[config.mk]
export PLATFORM = sky130hd
export DESIGN_NAME = ram_bist_master
export DESIGN_NICKNAME = d
export VERILOG_FILES = /design/src/rtl/ram_bist_pkg.sv /design/src/rtl/ram_bist_pattern_gen.sv /design/src/rtl/ram_bist_master.sv
export SDC_FILE = /design/constraint.sdc
export NUM_CORES = 1
export LEC_CHECK = 0
export CAP_MARGIN = 0
export CORE_MARGIN = 5
export CORE_UTILIZATION = 25
export DETAILED_ROUTE_END_ITERATION = 10
export SYNTH_ARGS = -nofsm -noshare
export SYNTH_HDL_FRONTEND = slang
export SYNTH_SLANG_ARGS = --single-unit
[constraint.sdc]
create_clock -name WBs_CLK_i -period 9.7 [get_ports WBs_CLK_i]
set_input_delay 1.94 -clock WBs_CLK_i [delete_from_list [all_inputs] [get_ports WBs_CLK_i]]
set_output_delay 1.94 -clock WBs_CLK_i [all_outputs]
set_load 0.03 [all_outputs]
[src/rtl/ram_bist_pkg.sv]
// Shared constants for the RAM BIST master: FSM encodings, pattern codes and
// per-RAM geometry (last address and data-width mask).
package ram_bist_pkg;

    localparam int ACK_TIMEOUT_DEF = 15;

    typedef logic [2:0] state_t;
    localparam state_t S_IDLE   = 3'd0;
    localparam state_t S_WR_REQ = 3'd1;
    localparam state_t S_WR_GAP = 3'd2;
    localparam state_t S_RD_REQ = 3'd3;
    localparam state_t S_RD_GAP = 3'd4;
    localparam state_t S_DONE   = 3'd5;

    localparam logic [1:0] PAT_ADDR  = 2'd0;
    localparam logic [1:0] PAT_CHECK = 2'd1;
    localparam logic [1:0] PAT_ONES  = 2'd2;
    localparam logic [1:0] PAT_ZEROS = 2'd3;

    // RAM 0: 512x16, 1: 1024x16, 2: 1024x8, 3: 512x32
    function automatic logic [10:0] ram_last_adr(input logic [1:0] sel);
        case (sel)
            2'd0:    ram_last_adr = 11'd511;
            2'd1:    ram_last_adr = 11'd1023;
            2'd2:    ram_last_adr = 11'd1023;
            default: ram_last_adr = 11'd511;
        endcase
    endfunction

    function automatic logic [31:0] ram_dat_mask(input logic [1:0] sel);
        case (sel)
            2'd0:    ram_dat_mask = 32'h0000_FFFF;
            2'd1:    ram_dat_mask = 32'h0000_FFFF;
            2'd2:    ram_dat_mask = 32'h0000_00FF;
            default: ram_dat_mask = 32'hFFFF_FFFF;
        endcase
    endfunction

endpackage

[src/rtl/ram_bist_pattern_gen.sv]
// Combinational test-pattern source, masked to the selected RAM width; used
// both for write data and as the expected value on reads.
module ram_bist_pattern_gen
    import ram_bist_pkg::*;
(
    input  logic [10:0] adr_i,
    input  logic [1:0]  pat_i,
    input  logic [1:0]  ram_sel_i,
    output logic [31:0] dat_o
);

    logic [31:0] raw;

    always_comb begin
        // NOTE: every path assigns raw before use, so no latch is inferred.
        raw = '0;
        case (pat_i)
            PAT_ADDR:  raw = {21'd0, adr_i};
            PAT_CHECK: raw = adr_i[0] ? 32'hAAAA_AAAA : 32'h5555_5555;
            PAT_ONES:  raw = 32'hFFFF_FFFF;
            default:   raw = 32'h0000_0000;
        endcase
        dat_o = raw & ram_dat_mask(ram_sel_i);
    end

endmodule

[src/rtl/ram_bist_master.sv]
// Wishbone-style BIST master: writes a pattern over the selected RAM, reads it
// back, counts miscompares and flags ACK timeouts. All outputs are registered.
module ram_bist_master
    import ram_bist_pkg::*;
#(
    parameter int ACK_TIMEOUT = ACK_TIMEOUT_DEF
) (
    input  logic        WBs_CLK_i,
    input  logic        WBs_RST_i,
    input  logic        start_i,
    input  logic [1:0]  ram_sel_i,
    input  logic [1:0]  pat_sel_i,
    output logic [10:0] WBs_ADR_o,
    output logic        WBs_RAM0_CYC_o,
    output logic        WBs_RAM1_CYC_o,
    output logic        WBs_RAM2_CYC_o,
    output logic        WBs_RAM3_CYC_o,
    output logic [3:0]  WBs_BYTE_STB_o,
    output logic        WBs_WE_o,
    output logic        WBs_STB_o,
    output logic [31:0] WBs_DAT_o,
    input  logic [31:0] WBs_RAM0_DAT_i,
    input  logic [31:0] WBs_RAM1_DAT_i,
    input  logic [31:0] WBs_RAM2_DAT_i,
    input  logic [31:0] WBs_RAM3_DAT_i,
    input  logic        WBs_ACK_i,
    output logic        busy_o,
    output logic        done_o,
    output logic        pass_o,
    output logic        timeout_o,
    output logic [15:0] err_cnt_o,
    output logic [10:0] first_err_adr_o
);

    state_t      state_q, state_d;
    logic [1:0]  ram_q, ram_d, pat_q, pat_d;
    logic [10:0] adr_q, adr_d, first_err_adr_q, first_err_adr_d;
    logic [15:0] tmo_q, tmo_d, err_cnt_q, err_cnt_d;
    logic [3:0]  cyc_q, cyc_d, bstb_q, bstb_d;
    logic        stb_q, stb_d, we_q, we_d;
    logic [31:0] dat_q, dat_d;
    logic        busy_q, busy_d, done_q, done_d, pass_q, pass_d;
    logic        timeout_q, timeout_d;

    logic        start_ok, in_req, miscompare;
    logic [31:0] pat_dat, rd_dat;

    assign start_ok = (state_q == S_IDLE) && start_i;

    always_comb begin
        state_d   = state_q;
        ram_d     = ram_q;
        pat_d     = pat_q;
        adr_d     = adr_q;
        tmo_d     = tmo_q;
        timeout_d = timeout_q;
        case (state_q)
            S_IDLE: if (start_i) begin
                state_d   = S_WR_REQ;
                ram_d     = ram_sel_i;
                pat_d     = pat_sel_i;
                adr_d     = '0;
                tmo_d     = '0;
                timeout_d = 1'b0;
            end
            S_WR_REQ, S_RD_REQ: begin
                if (WBs_ACK_i) begin
                    state_d = (state_q == S_WR_REQ) ? S_WR_GAP : S_RD_GAP;
                end else if (tmo_q == 16'(ACK_TIMEOUT - 1)) begin
                    timeout_d = 1'b1;
                    state_d   = S_DONE;
                end else begin
                    tmo_d = tmo_q + 16'd1;
                end
            end
            S_WR_GAP, S_RD_GAP: begin
                tmo_d = '0;
                if (adr_q == ram_last_adr(ram_q)) begin
                    adr_d   = '0;
                    state_d = (state_q == S_WR_GAP) ? S_RD_REQ : S_DONE;
                end else begin
                    adr_d   = adr_q + 11'd1;
                    state_d = (state_q == S_WR_GAP) ? S_WR_REQ : S_RD_REQ;
                end
            end
            S_DONE:  state_d = S_IDLE;
            default: state_d = S_IDLE;
        endcase
    end

    // Fed with next-state values: this is next write data, and during RD_REQ
    // (address held) it is the expected read value.
    ram_bist_pattern_gen u_pat (
        .adr_i     (adr_d),
        .pat_i     (pat_d),
        .ram_sel_i (ram_d),
        .dat_o     (pat_dat)
    );

    always_comb begin
        case (ram_q)
            2'd0:    rd_dat = WBs_RAM0_DAT_i;
            2'd1:    rd_dat = WBs_RAM1_DAT_i;
            2'd2:    rd_dat = WBs_RAM2_DAT_i;
            default: rd_dat = WBs_RAM3_DAT_i;
        endcase
    end

    assign miscompare = (state_q == S_RD_REQ) && WBs_ACK_i &&
                        ((rd_dat & ram_dat_mask(ram_q)) != pat_dat);
    assign in_req     = (state_d == S_WR_REQ) || (state_d == S_RD_REQ);

    always_comb begin
        err_cnt_d       = err_cnt_q;
        first_err_adr_d = first_err_adr_q;
        done_d          = done_q;
        pass_d          = pass_q;
        if (start_ok) begin
            err_cnt_d       = '0;
            first_err_adr_d = '0;
            done_d          = 1'b0;
            pass_d          = 1'b0;
        end else if (miscompare) begin
            if (err_cnt_q == 16'd0)     first_err_adr_d = adr_q;
            if (err_cnt_q != 16'hFFFF) err_cnt_d = err_cnt_q + 16'd1;
        end
        if (state_d == S_DONE) begin
            done_d = 1'b1;
            pass_d = (err_cnt_d == 16'd0) && !timeout_d;
        end
        cyc_d  = in_req ? (4'b0001 << ram_d) : 4'b0000;
        stb_d  = in_req;
        we_d   = (state_d == S_WR_REQ);
        bstb_d = in_req ? 4'hF : 4'h0;
        dat_d  = (state_d == S_WR_REQ) ? pat_dat : 32'd0;
        busy_d = (state_d != S_IDLE) && (state_d != S_DONE);
    end

    // NOTE: sequential state uses non-blocking assignments only, so every flop
    // samples the pre-edge value of its inputs.
    always_ff @(posedge WBs_CLK_i or posedge WBs_RST_i) begin
        if (WBs_RST_i) begin
            state_q         <= S_IDLE;
            ram_q           <= '0;
            pat_q           <= '0;
            adr_q           <= '0;
            tmo_q           <= '0;
            cyc_q           <= '0;
            stb_q           <= 1'b0;
            we_q            <= 1'b0;
            bstb_q          <= '0;
            dat_q           <= '0;
            busy_q          <= 1'b0;
            done_q          <= 1'b0;
            pass_q          <= 1'b0;
            timeout_q       <= 1'b0;
            err_cnt_q       <= '0;
            first_err_adr_q <= '0;
        end else begin
            state_q         <= state_d;
            ram_q           <= ram_d;
            pat_q           <= pat_d;
            adr_q           <= adr_d;
            tmo_q           <= tmo_d;
            cyc_q           <= cyc_d;
            stb_q           <= stb_d;
            we_q            <= we_d;
            bstb_q          <= bstb_d;
            dat_q           <= dat_d;
            busy_q          <= busy_d;
            done_q          <= done_d;
            pass_q          <= pass_d;
            timeout_q       <= timeout_d;
            err_cnt_q       <= err_cnt_d;
            first_err_adr_q <= first_err_adr_d;
        end
    end

    assign WBs_ADR_o       = adr_q;
    assign WBs_RAM0_CYC_o  = cyc_q[0];
    assign WBs_RAM1_CYC_o  = cyc_q[1];
    assign WBs_RAM2_CYC_o  = cyc_q[2];
    assign WBs_RAM3_CYC_o  = cyc_q[3];
    assign WBs_BYTE_STB_o  = bstb_q;
    assign WBs_WE_o        = we_q;
    assign WBs_STB_o       = stb_q;
    assign WBs_DAT_o       = dat_q;
    assign busy_o          = busy_q;
    assign done_o          = done_q;
    assign pass_o          = pass_q;
    assign timeout_o       = timeout_q;
    assign err_cnt_o       = err_cnt_q;
    assign first_err_adr_o = first_err_adr_q;

endmodule

# After elaboration in Yosys (flattened, before gate mapping)
# Index checks and enable logic that the tools add are counted.
dict set report op_classes {
  bitwise 2
  n_addsub 3
  n_div 0
  n_shift 1
  n_mul 0
  reduce_logical 25
  n_eq_ne 21
  magnitude_cmp 0
  muxes 42
}
# operator count
set op_table {}
lappend op_table {{$pmux W32 S3} 2}
lappend op_table {{$pmux W32 S2} 2}
lappend op_table {{$mux W16} 6}
lappend op_table {{$mux W11} 6}
lappend op_table {{$and A32 B32 Y32} 2}
lappend op_table {{$mux W32} 2}
lappend op_table {{$pmux W16 S3} 1}
lappend op_table {{$add A16 B1 Y16 const B} 2}
lappend op_table {{$logic_not A16 Y1} 2}
lappend op_table {{$ne A32 B32 Y1} 1}
lappend op_table {{$pmux W11 S2} 1}
lappend op_table {{$mux W3} 6}
lappend op_table {{$eq A16 B4 Y1 const B} 1}
lappend op_table {{$ne A16 B16 Y1 const B} 1}
lappend op_table {{$add A11 B1 Y11 const B} 1}
lappend op_table {{$eq A11 B11 Y1} 1}
lappend op_table {{$mux W10} 1}
lappend op_table {{$mux W2} 5}
lappend op_table {{$reduce_or A2 Y1} 5}
lappend op_table {{$eq A3 B2 Y1 const B} 3}
lappend op_table {{$pmux W3 S3} 1}
lappend op_table {{$mux W4} 2}
lappend op_table {{$eq A2 B1 Y1 const B} 3}
lappend op_table {{$eq A2 B2 Y1 const B} 3}
lappend op_table {{16 further kinds} 34}
dict set report word_totals {
  regBits 107
  ram_bits 0
  romBits 0
  in_bits 136
  latchBits 0
  word_cells 110
  out_inout_bits 84
  memories 0
}

# Longest topological paths before layout
# Gate-level depths: netlist of the first run.
dict set report logic_depth {
  ltp_word 17
  depth_mapped 16
  depth_no_buf 15
}

# By module
# Synthesis of the first run repeated with hierarchy kept, for this count alone.
dict set report hier_totals {
  hier_cells 693
  hier_area_um2 6105.9
}
# module cells_per_inst instances area_each_um2 seq_area_each_um2
set by_module_without_submodules {}
lappend by_module_without_submodules {ram_bist_master 642 1 5778.0 2577.5}
lappend by_module_without_submodules {ram_bist_pattern_gen 51 1 327.8 0.0}

# Least setup slack after synthesis of the first run
# OpenSTA, ideal clock, no wires.
dict set report synth_timing {
  kind {input-to-reg}
  startpoint {input port start_i}
  endpoint {register pass_q, in the netlist pass_o}
  n_path_buf 1
  setup_slack_ns 4.543
  t_arrival_ns 5.065
  stages 13
  setup_time_ns 0.092
  t_required_ns 9.608
  cell_sequence {nor4b_4 mux2i_1 a21boi_0 or2_1 clkbuf_1 a211oi_1 o22ai_1 nor4_4 a21oi_2 a41oi_1 a211oi_1 or4_1 o31ai_2}
}
dict set report synth_via {
  elab_chain_cells 13
  word_cells_on_any_way 32
  classes_between {eq/ne (6); mux (16); bitwise (1); reduce/logical (9)}
}
# element line
set synth_lines {}
lappend synth_lines {{start: declaration} ram_bist_master.sv:10} ;# input logic start_i,
lappend synth_lines {{$mux W2} ram_bist_master.sv:58} ;# S_IDLE: if (start_i) begin
lappend synth_lines {{$mux W2} ram_bist_master.sv:57} ;# case (state_q)
lappend synth_lines {{$eq A2 B1 Y1 or $logic_not A2 Y1 (tied branches)} ram_bist_pkg.sv:31} ;# case (sel)
lappend synth_lines {{$reduce_or A2 Y1 (no line)} -}
lappend synth_lines {{$pmux W32 S2} ram_bist_pkg.sv:31}
lappend synth_lines {{$and A32 B32 Y32} ram_bist_pattern_gen.sv:23} ;# dat_o = raw & ram_dat_mask(ram_sel_i);
lappend synth_lines {{$ne A32 B32 Y1} ram_bist_master.sv:110} ;# ((rd_dat & ram_dat_mask(ram_q)) != pat_dat);
lappend synth_lines {{$logic_and A1 B1 Y1} ram_bist_master.sv:109} ;# assign miscompare = (state_q == S_RD_REQ) && WBs_ACK_i &&
lappend synth_lines {{$mux W16} ram_bist_master.sv:123} ;# end else if (miscompare) begin
lappend synth_lines {{$mux W16 (*)} ram_bist_master.sv:118} ;# if (start_ok) begin
lappend synth_lines {{via err_cnt_d[15]} ram_bist_master.sv:38} ;# logic [15:0] tmo_q, tmo_d, err_cnt_q, err_cnt_d;
lappend synth_lines {{$logic_not A16 Y1 (*)} ram_bist_master.sv:129} ;# pass_d = (err_cnt_d == 16'd0) && !timeout_d;
lappend synth_lines {{$logic_and A1 B1 Y1 (*)} ram_bist_master.sv:129}
lappend synth_lines {{$mux W1 (*)} ram_bist_master.sv:127} ;# if (state_d == S_DONE) begin
lappend synth_lines {{end signal: assignment} ram_bist_master.sv:172} ;# pass_q <= pass_d;
lappend synth_lines {{end: declaration} ram_bist_master.sv:42} ;# logic busy_q, busy_d, done_q, done_d, pass_q, pass_d;
# The timed path passes the listed nets; every way through them passes the cells marked *.
# A chain may end at the register's enable or synchronous reset.

# Final worst setup path of the first run
# Ends and elaborated chain as after synthesis.

==> results.sh, run 1 <==
export IMPL_remaining_drc_errors=0
export IMPL_first_global_vias=5223
export IMPL_clk_insertion_delay_late_ps=350
export IMPL_critPathBufInv=2
export IMPL_synth_top_cells_by_area="sky130_fd_sc_hd__dfrtp_1 38%, sky130_fd_sc_hd__nand2_1 4.3%, sky130_fd_sc_hd__nor2_1 3.8%, sky130_fd_sc_hd__nand3_1 3.7%, sky130_fd_sc_hd__buf_4 3.0%"
export IMPL_utilization_pct=35.2
export IMPL_power_static_leakage_uw=0.00319
export IMPL_dpl_cell_count=1048
export IMPL_synth_edff_count=0
export IMPL_worst_path_largest_cell_delay_ps=610
export IMPL_dp_worst_setup_slack_ps=3140
export IMPL_post_layout_nonfiller_instances=1064
export IMPL_drv_cap=0
export IMPL_number_of_different_library_cells_in_the_post_synthesis_netlist=75
export IMPL_fin_total_pwr_uw=2110
export IMPL_p_per_area_nw_per_um2=274
export IMPL_cp_start_kind="input port"
export IMPL_detail_route_first_pass_iterations=4
export IMPL_cts_post_setup_buffers_inserted=0
export IMPL_finalCritPeriodShare_pct=64.7
export IMPL_setup_viol_count_final=0
export IMPL_route_vias_total=5423
export IMPL_met2RoutedLength_mm=8.46
export IMPL_area_growth_synth_to_final_pct=37.8
export IMPL_leading_cell_type_in_the_layout_fill_and_taps_excluded="sky130_fd_sc_hd__clkdlybuf4s50_1"
export IMPL_data_required_time_at_the_worst_endpoint_ps=9960
export IMPL_grt_first_pass_wirelength_mm=29.2
export IMPL_clock_tree_htree_level_count=3
export IMPL_final_net_count=926
export IMPL_dominant_combinational_cell_family_by_area_after_synthesis="simple AND/OR/NAND/NOR gates"
export IMPL_crit_path_cell_trace="clkdlybuf4s50_1 > nor4b_4 > buf_4 > mux2i_1 > a21boi_0 > or2_1 > a211oi_1 > o22ai_1 > nor4_4 > a21oi_2 > a41oi_1 > a211oi_1 > or4_1 > o31ai_2"
export IMPL_final_cell_mix="171 x sky130_fd_sc_hd__clkdlybuf4s50_1, 86 x sky130_fd_sc_hd__dfrtp_1, 64 x sky130_fd_sc_hd__nand2_1"
export IMPL_hp_class="reg -> reg"
export IMPL_worst_slew_pin_transition_ps=970
export IMPL_cp_common_cell="sky130_fd_sc_hd__a211oi_1"
export IMPL_vdd_ir_drop_max_uv=103
export IMPL_yosysTopAreaCell="sky130_fd_sc_hd__dfrtp_1"
export IMPL_antenna_diode_count=0
export IMPL_pin_count=220
export IMPL_synth_top_cell_area_share_pct=38.5
export IMPL_timing_final_crit_period_ps=6280
export IMPL_synth_fp_nets=795
export IMPL_coreArea_um2=21900
export IMPL_setup_tns_ps=0
export IMPL_synth_yosys_warnings=0
export IMPL_timing_critical_path_max_delay_family="simple AND/OR/NAND/NOR gates"
export IMPL_gp_routability_congestion=0.821
export IMPL_largest_fanout_of_any_net_on_the_critical_path=22
export IMPL_cts_root_buffer="sky130_fd_sc_hd__clkbuf_16"
export IMPL_synth_compound_area_share_pct=18.3
export IMPL_rsz0062_at_grt="no"
export IMPL_postRouteWirelength_mm=18.7
export IMPL_ys_seq_elements=86
export IMPL_cts_sinks=86
export IMPL_async_flop_share_pct=100
export IMPL_drt_met1_wl_mm=8.37
export IMPL_highest_signal_layer="met4"
export IMPL_synth_simple_area_share_pct=27.1
export IMPL_grt_antenna_before_repair=0
export IMPL_fmax_mhz=159
export IMPL_critical_path_endpoint_type="flip-flop"
export IMPL_cts_reportedPaths_clkPinSlew_ps=60
export IMPL_register_area_share_after_synthesis_pct=38.5
export IMPL_share_of_final_layout_standard_cells_stronger_than_drive_strength_1_pct=4.97
export IMPL_wl_per_cell_um=17.6
export IMPL_slowest_stage="sky130_fd_sc_hd__or4_1"
export IMPL_grt_overflow_total=0
export IMPL_final_critical_path_setup_slack_ps=3420
export IMPL_yosys_area_share_xor_xnor_pct=3.76
export IMPL_tritoncts="yes"
export IMPL_clock_tree_buffer_depth=2
export IMPL_hold_path_cell_count=2
export IMPL_floorplan_die_area_um2=25500
export IMPL_r2r_worst_path_cells=14
export IMPL_chipHeight_um=160
export IMPL_post_cts_resized_instances=0
export IMPL_worst_ep_arrival_time_ps=6540
export IMPL_worstSetupPathType="in -> reg"
export IMPL_critical_path_cell_count=14
export IMPL_floorplan_rows=54
export IMPL_first_drt_iteration_drcs=372
export IMPL_half_perimeter_wire_length_after_detailed_placement_mm=14.6
export IMPL_tritoncts_num_buffers=9
export IMPL_synth_avg_cell_area_um2=8.63
export IMPL_vias_per_cell=5.10
export IMPL_number_of_routed_nets_with_antenna_violations=0
export IMPL_report_final_hold_viol_count=0
export IMPL_post_synth_inst_count=648
export IMPL_fin_worst_skew_ps=7.84
export IMPL_synth_area_mux_share_pct=2.57
export IMPL_route_met3_wl_mm=1.59
export IMPL_buffer_ports_inserted=171
export IMPL_cts_hold_fix_buffers=0
export IMPL_grt_max_degree=68
export IMPL_synth_fa_ha_area_share_pct=2.46
export IMPL_run_status="completed"
export IMPL_die_extent_in_x_um=160
export IMPL_timing_slew_headroom_pct=34.9
export IMPL_finalMaxSlewViolations=0
export IMPL_start_util_pct=25.5
export IMPL_synth_ff_type="sky130_fd_sc_hd__dfrtp_1"
export IMPL_post_synth_instance_area_um2=5590
export IMPL_track_usage_pct=14.3
## state kept, by name, summed over array words and instances (netlist names), 3 cells and up
register and count:
err_cnt_o 16, tmo_q 16, WBs_DAT_o 15, WBs_ADR_o 11
first_err_adr_o 11, cyc_q 4, state_q 3
## where the power goes
group	internal, µW	total [µW]	switching, µW
clock	234	388	154
sequential	439	545	107
combinational	440	1170	734
total	1110	2110	996
## layer usage
layer,up-vias,global-route usage [%]
met4,0,4.46
li1,2626,-
met1,2546,19.4
met2,231,22.3
met5,-,0
met3,20,3.70
## tightest hold or removal path: cells and delay by family (launching register included)
kind / cells / cell delay, ps
AND/OR/NAND/NOR: 2 / 110
flip-flops: 1 / 350
## path summary, 6_finish.rpt
path                               startpoint                              to  slack (ps)
max                                   start_i              pass_o$_DFFE_PP0P_        3420
min                        done_o$_DFFE_PP0P_              done_o$_DFFE_PP0P_         490
max reg2reg                ram_q[0]$_DFF_PP0_              pass_o$_DFFE_PP0P_        4720
min reg2reg                done_o$_DFFE_PP0P_              done_o$_DFFE_PP0P_         490
max in group asynchronous           WBs_RST_i           tmo_q[12]$_DFFE_PP0P_        6640
min in group asynchronous           WBs_RST_i  first_err_adr_o[4]$_DFFE_PP0P_        1860
## logic make-up (layout without fill, tap and decap cells)
group,count (synthesis),after routing
AO/OA/AOI/OAI,144,144
XOR/XNOR,24,24
adder cells (fa/ha/maj),11,11
buffers and inverters,83,219
flip-flops,86,86
multiplexers,14,14
AND/OR/NAND/NOR,286,286
## stage by stage
stage | instance area, µm² | hold WS [ps]
after global routing | 7710 | 506
after detailed placement | 7370 | 473
after CTS | 7710 | 489
after floorplan | 5590 | 497
final | 7710 | 486
after global placement | 7370 | 469
## Yosys cell counts (all sizes together) (7+ instances only)
cell,n
nand3,41
buf,30
clkbuf,23
nor2,57
xor2,14
or3,11
a211oi,13
a211o,7
inv,30
dfrtp,86
xnor2,10
nand2b,11
o21ai,31
ha,11
nor4,10
nand2,64
and3,13
mux2i,11
nor3,17
a222oi,14
nand4,15
a21oi,26
and2,8
or2,9
a31oi,7
## layout make-up
cell class	count	area (µm²)
clock buffer	10	239
clock inverter	6	92.6
fill	2333	14200
inverter	30	114
multi-input combinational	479	3030
sequential	86	2150
tap	280	350
timing repair buffer	173	1730
Power figures use the tool's default switching activity.
==> run 2, diff against run 1 <==
- clock period: 9.7 -> 5.83 ns (I/O delays scaled with it)
==> run 2 against run 1 <==
Effect of this change: clock skew is 0.66 ps higher; total power is 64% higher; critical endpoint unchanged; routed wire length is 0.47% higher; critical path depth is 1 lower; worst setup slack worse by 2800 ps; register-to-register slack worse by 3800 ps; sequential cell count stayed put.
==> results.sh, run 2 (synthesis gave the netlist of run 1 again) <==
export IMPL_pin_count=220
export IMPL_first_global_vias=5303
export IMPL_floorplan_die_area_um2=25500
export IMPL_largest_fanout_of_any_net_on_the_critical_path=7
export IMPL_clock_tree_htree_level_count=3
export IMPL_rsz0062_at_grt="no"
export IMPL_reg2reg_to="pass_o$_DFFE_PP0P_"
export IMPL_r2r_worst_path_cells=14
export IMPL_fin_total_pwr_uw=3460
export IMPL_min_delay_worst_endpoint="done_o$_DFFE_PP0P_"
export IMPL_area_occupied_by_registers_um2=2150
export IMPL_worstSetupPathType="in -> reg"
export IMPL_remaining_drc_errors=0
export IMPL_grt_overflow_total=0
export IMPL_final_net_count=935
export IMPL_clock_tree_buffer_depth=2
export IMPL_route_vias_total=5494
export IMPL_final_critical_path_setup_slack_ps=609
export IMPL_timing_slew_headroom_pct=27.4
export IMPL_leading_cell_type_in_the_layout_fill_and_taps_excluded="sky130_fd_sc_hd__clkdlybuf4s50_1"
export IMPL_data_required_time_at_the_worst_endpoint_ps=6090
export IMPL_cts_hold_fix_buffers=0
export IMPL_area_growth_synth_to_final_pct=38.1
export IMPL_tritoncts_num_buffers=9
export IMPL_cts_post_setup_buffers_inserted=0
export IMPL_fin_worst_skew_ps=8.50
export IMPL_antenna_diode_count=0
export IMPL_fin_area_um2=7720
export IMPL_number_of_routed_nets_with_antenna_violations=0
export IMPL_vias_per_cell=5.12
export IMPL_postRouteWirelength_mm=18.8
export IMPL_drv_cap=0
export IMPL_cts_sinks=86
export IMPL_postPlaceCellArea_um2=7440
export IMPL_tritoncts="yes"
export IMPL_post_cts_resized_instances=0
export IMPL_chipHeight_um=160
export IMPL_cts_reportedPaths_clkPinSlew_ps=60
export IMPL_clk_insertion_delay_late_ps=350
export IMPL_run_status="completed"
export IMPL_share_of_final_layout_standard_cells_stronger_than_drive_strength_1_pct=5.93
export IMPL_timing_final_crit_period_ps=5220
export IMPL_dp_worst_setup_slack_ps=275
export IMPL_grt_antenna_before_repair=0
export IMPL_report_final_hold_viol_count=0
export IMPL_detail_route_first_pass_iterations=7
export IMPL_setup_tns_ps=0
export IMPL_fmax_mhz=192
export IMPL_buffer_ports_inserted=171
export IMPL_min_delay_start="done_o$_DFFE_PP0P_"
export IMPL_critical_path_endpoint_type="flip-flop"
export IMPL_power_static_leakage_uw=0.00321
export IMPL_hp_class="reg -> reg"
export IMPL_half_perimeter_wire_length_after_detailed_placement_mm=14.8
export IMPL_start_util_pct=25.5
export IMPL_fillers=2288
export IMPL_floorplan_rows=54
export IMPL_worst_ep_arrival_time_ps=5480
export IMPL_finalMaxSlewViolations=0
export IMPL_worst_slew_pin_transition_ps=1090
export IMPL_grt_max_degree=61
export IMPL_p_per_area_nw_per_um2=448
export IMPL_track_usage_pct=14.1
export IMPL_crit_reg2reg_launch="ram_q[0]$_DFF_PP0_"
export IMPL_final_cell_mix="171 x sky130_fd_sc_hd__clkdlybuf4s50_1, 86 x sky130_fd_sc_hd__dfrtp_1, 64 x sky130_fd_sc_hd__nand2_1"
export IMPL_area_of_the_multi_input_gates_um2=3030
export IMPL_r2r_slack_ps=940
export IMPL_cts_root_buffer="sky130_fd_sc_hd__clkbuf_16"
export IMPL_first_drt_iteration_drcs=420
export IMPL_wl_per_cell_um=17.6
export IMPL_hold_path_cell_count=2
export IMPL_vdd_ir_drop_max_uv=184
export IMPL_grt_first_pass_wirelength_mm=29.0
export IMPL_cp_start_kind="input port"
export IMPL_gp_routability_congestion=0.830
export IMPL_coreArea_um2=21900
export IMPL_die_extent_in_x_um=160
export IMPL_finalCritPeriodShare_pct=89.6
export IMPL_setup_viol_count_final=0
run 2: cell types whose count changed in the layout (fill, tap and decap cells not counted), sizes merged:
cell	before	now
buf	2	11
clkinv	2	5
bufinv	2	0
clkbuf	10	11
clkinvlp	2	1
inv	30	29
run 2: worst max-delay path by stage:
stage / from / slack, ps / end / depth (start not counted)
after floorplan: start_i / 1450 / pass_o$_DFFE_PP0P_ / 13
after global placement: start_i / 380 / pass_o$_DFFE_PP0P_ / 13
after detailed placement: start_i / 270 / pass_o$_DFFE_PP0P_ / 13
after CTS: start_i / 620 / pass_o$_DFFE_PP0P_ / 13
after global routing: start_i / 290 / pass_o$_DFFE_PP0P_ / 13
final: start_i / 610 / pass_o$_DFFE_PP0P_ / 13
run 2: report_power, final:
| part | switching (µW) | total, µW | leakage, µW | internal, µW |
|---|---|---|---|---|
| logic | 1230 | 2000 | 0.00192 | 769 |
| clock network | 251 | 552 | 0.000135 | 301 |
| registers | 180 | 910 | 0.00116 | 730 |
| total | 1660 | 3460 | 0.00321 | 1800 |
run 2: stage by stage:
stage | util [%] | cells | hold slack, ps
6_report | 35.3 | 1073 | 487
3_3_place_gp | 34.0 | 1057 | 462
3_5_place_dp | 34.0 | 1057 | 469
2_1_floorplan | - | 648 | 497
5_1_grt | 35.3 | 1073 | 523
4_1_cts | 35.3 | 1073 | 485
run 2: area by class of cell:
| type | count | share of cell area (%) |
|---|---|---|
| Clock inverter | 5 | 0.454 |
| Inverter | 30 | 1.47 |
| Tap cell | 280 | 4.54 |
| Multi-Input combinational cell | 479 | 39.3 |
| Timing Repair Buffer | 182 | 23.2 |
| Sequential cell | 86 | 27.9 |
| Clock buffer | 11 | 3.14 |
run 2: layer usage:
layer | track usage (%) | up-vias | wire length (µm)
li1 | - | 2636 | -
met1 | 18.6 | 2590 | 8410
met2 | 23.1 | 252 | 8590
met3 | 3.73 | 16 | 1620
met4 | 3.18 | 0 | 226
met5 | 0 | - | 0
run 2: worst max-delay path, cell delays in order:
cell and delay (ps):
sky130_fd_sc_hd__clkdlybuf4s50_1 570, sky130_fd_sc_hd__nor4b_4 470, sky130_fd_sc_hd__mux2_2 430, sky130_fd_sc_hd__a21boi_0 300, sky130_fd_sc_hd__nor2_1 220, sky130_fd_sc_hd__a221oi_2 290
sky130_fd_sc_hd__o22ai_1 150, sky130_fd_sc_hd__nor4_4 510, sky130_fd_sc_hd__a21oi_2 200, sky130_fd_sc_hd__a41oi_1 270, sky130_fd_sc_hd__a211oi_1 90, sky130_fd_sc_hd__or4_1 600
sky130_fd_sc_hd__o31ai_2 200
==> run 3, diff against run 2 <==
- GPL_TIMING_DRIVEN: default -> 1
==> results of run 3 <==
The final DEF is identical to that of run 2; final timing and power are the same.
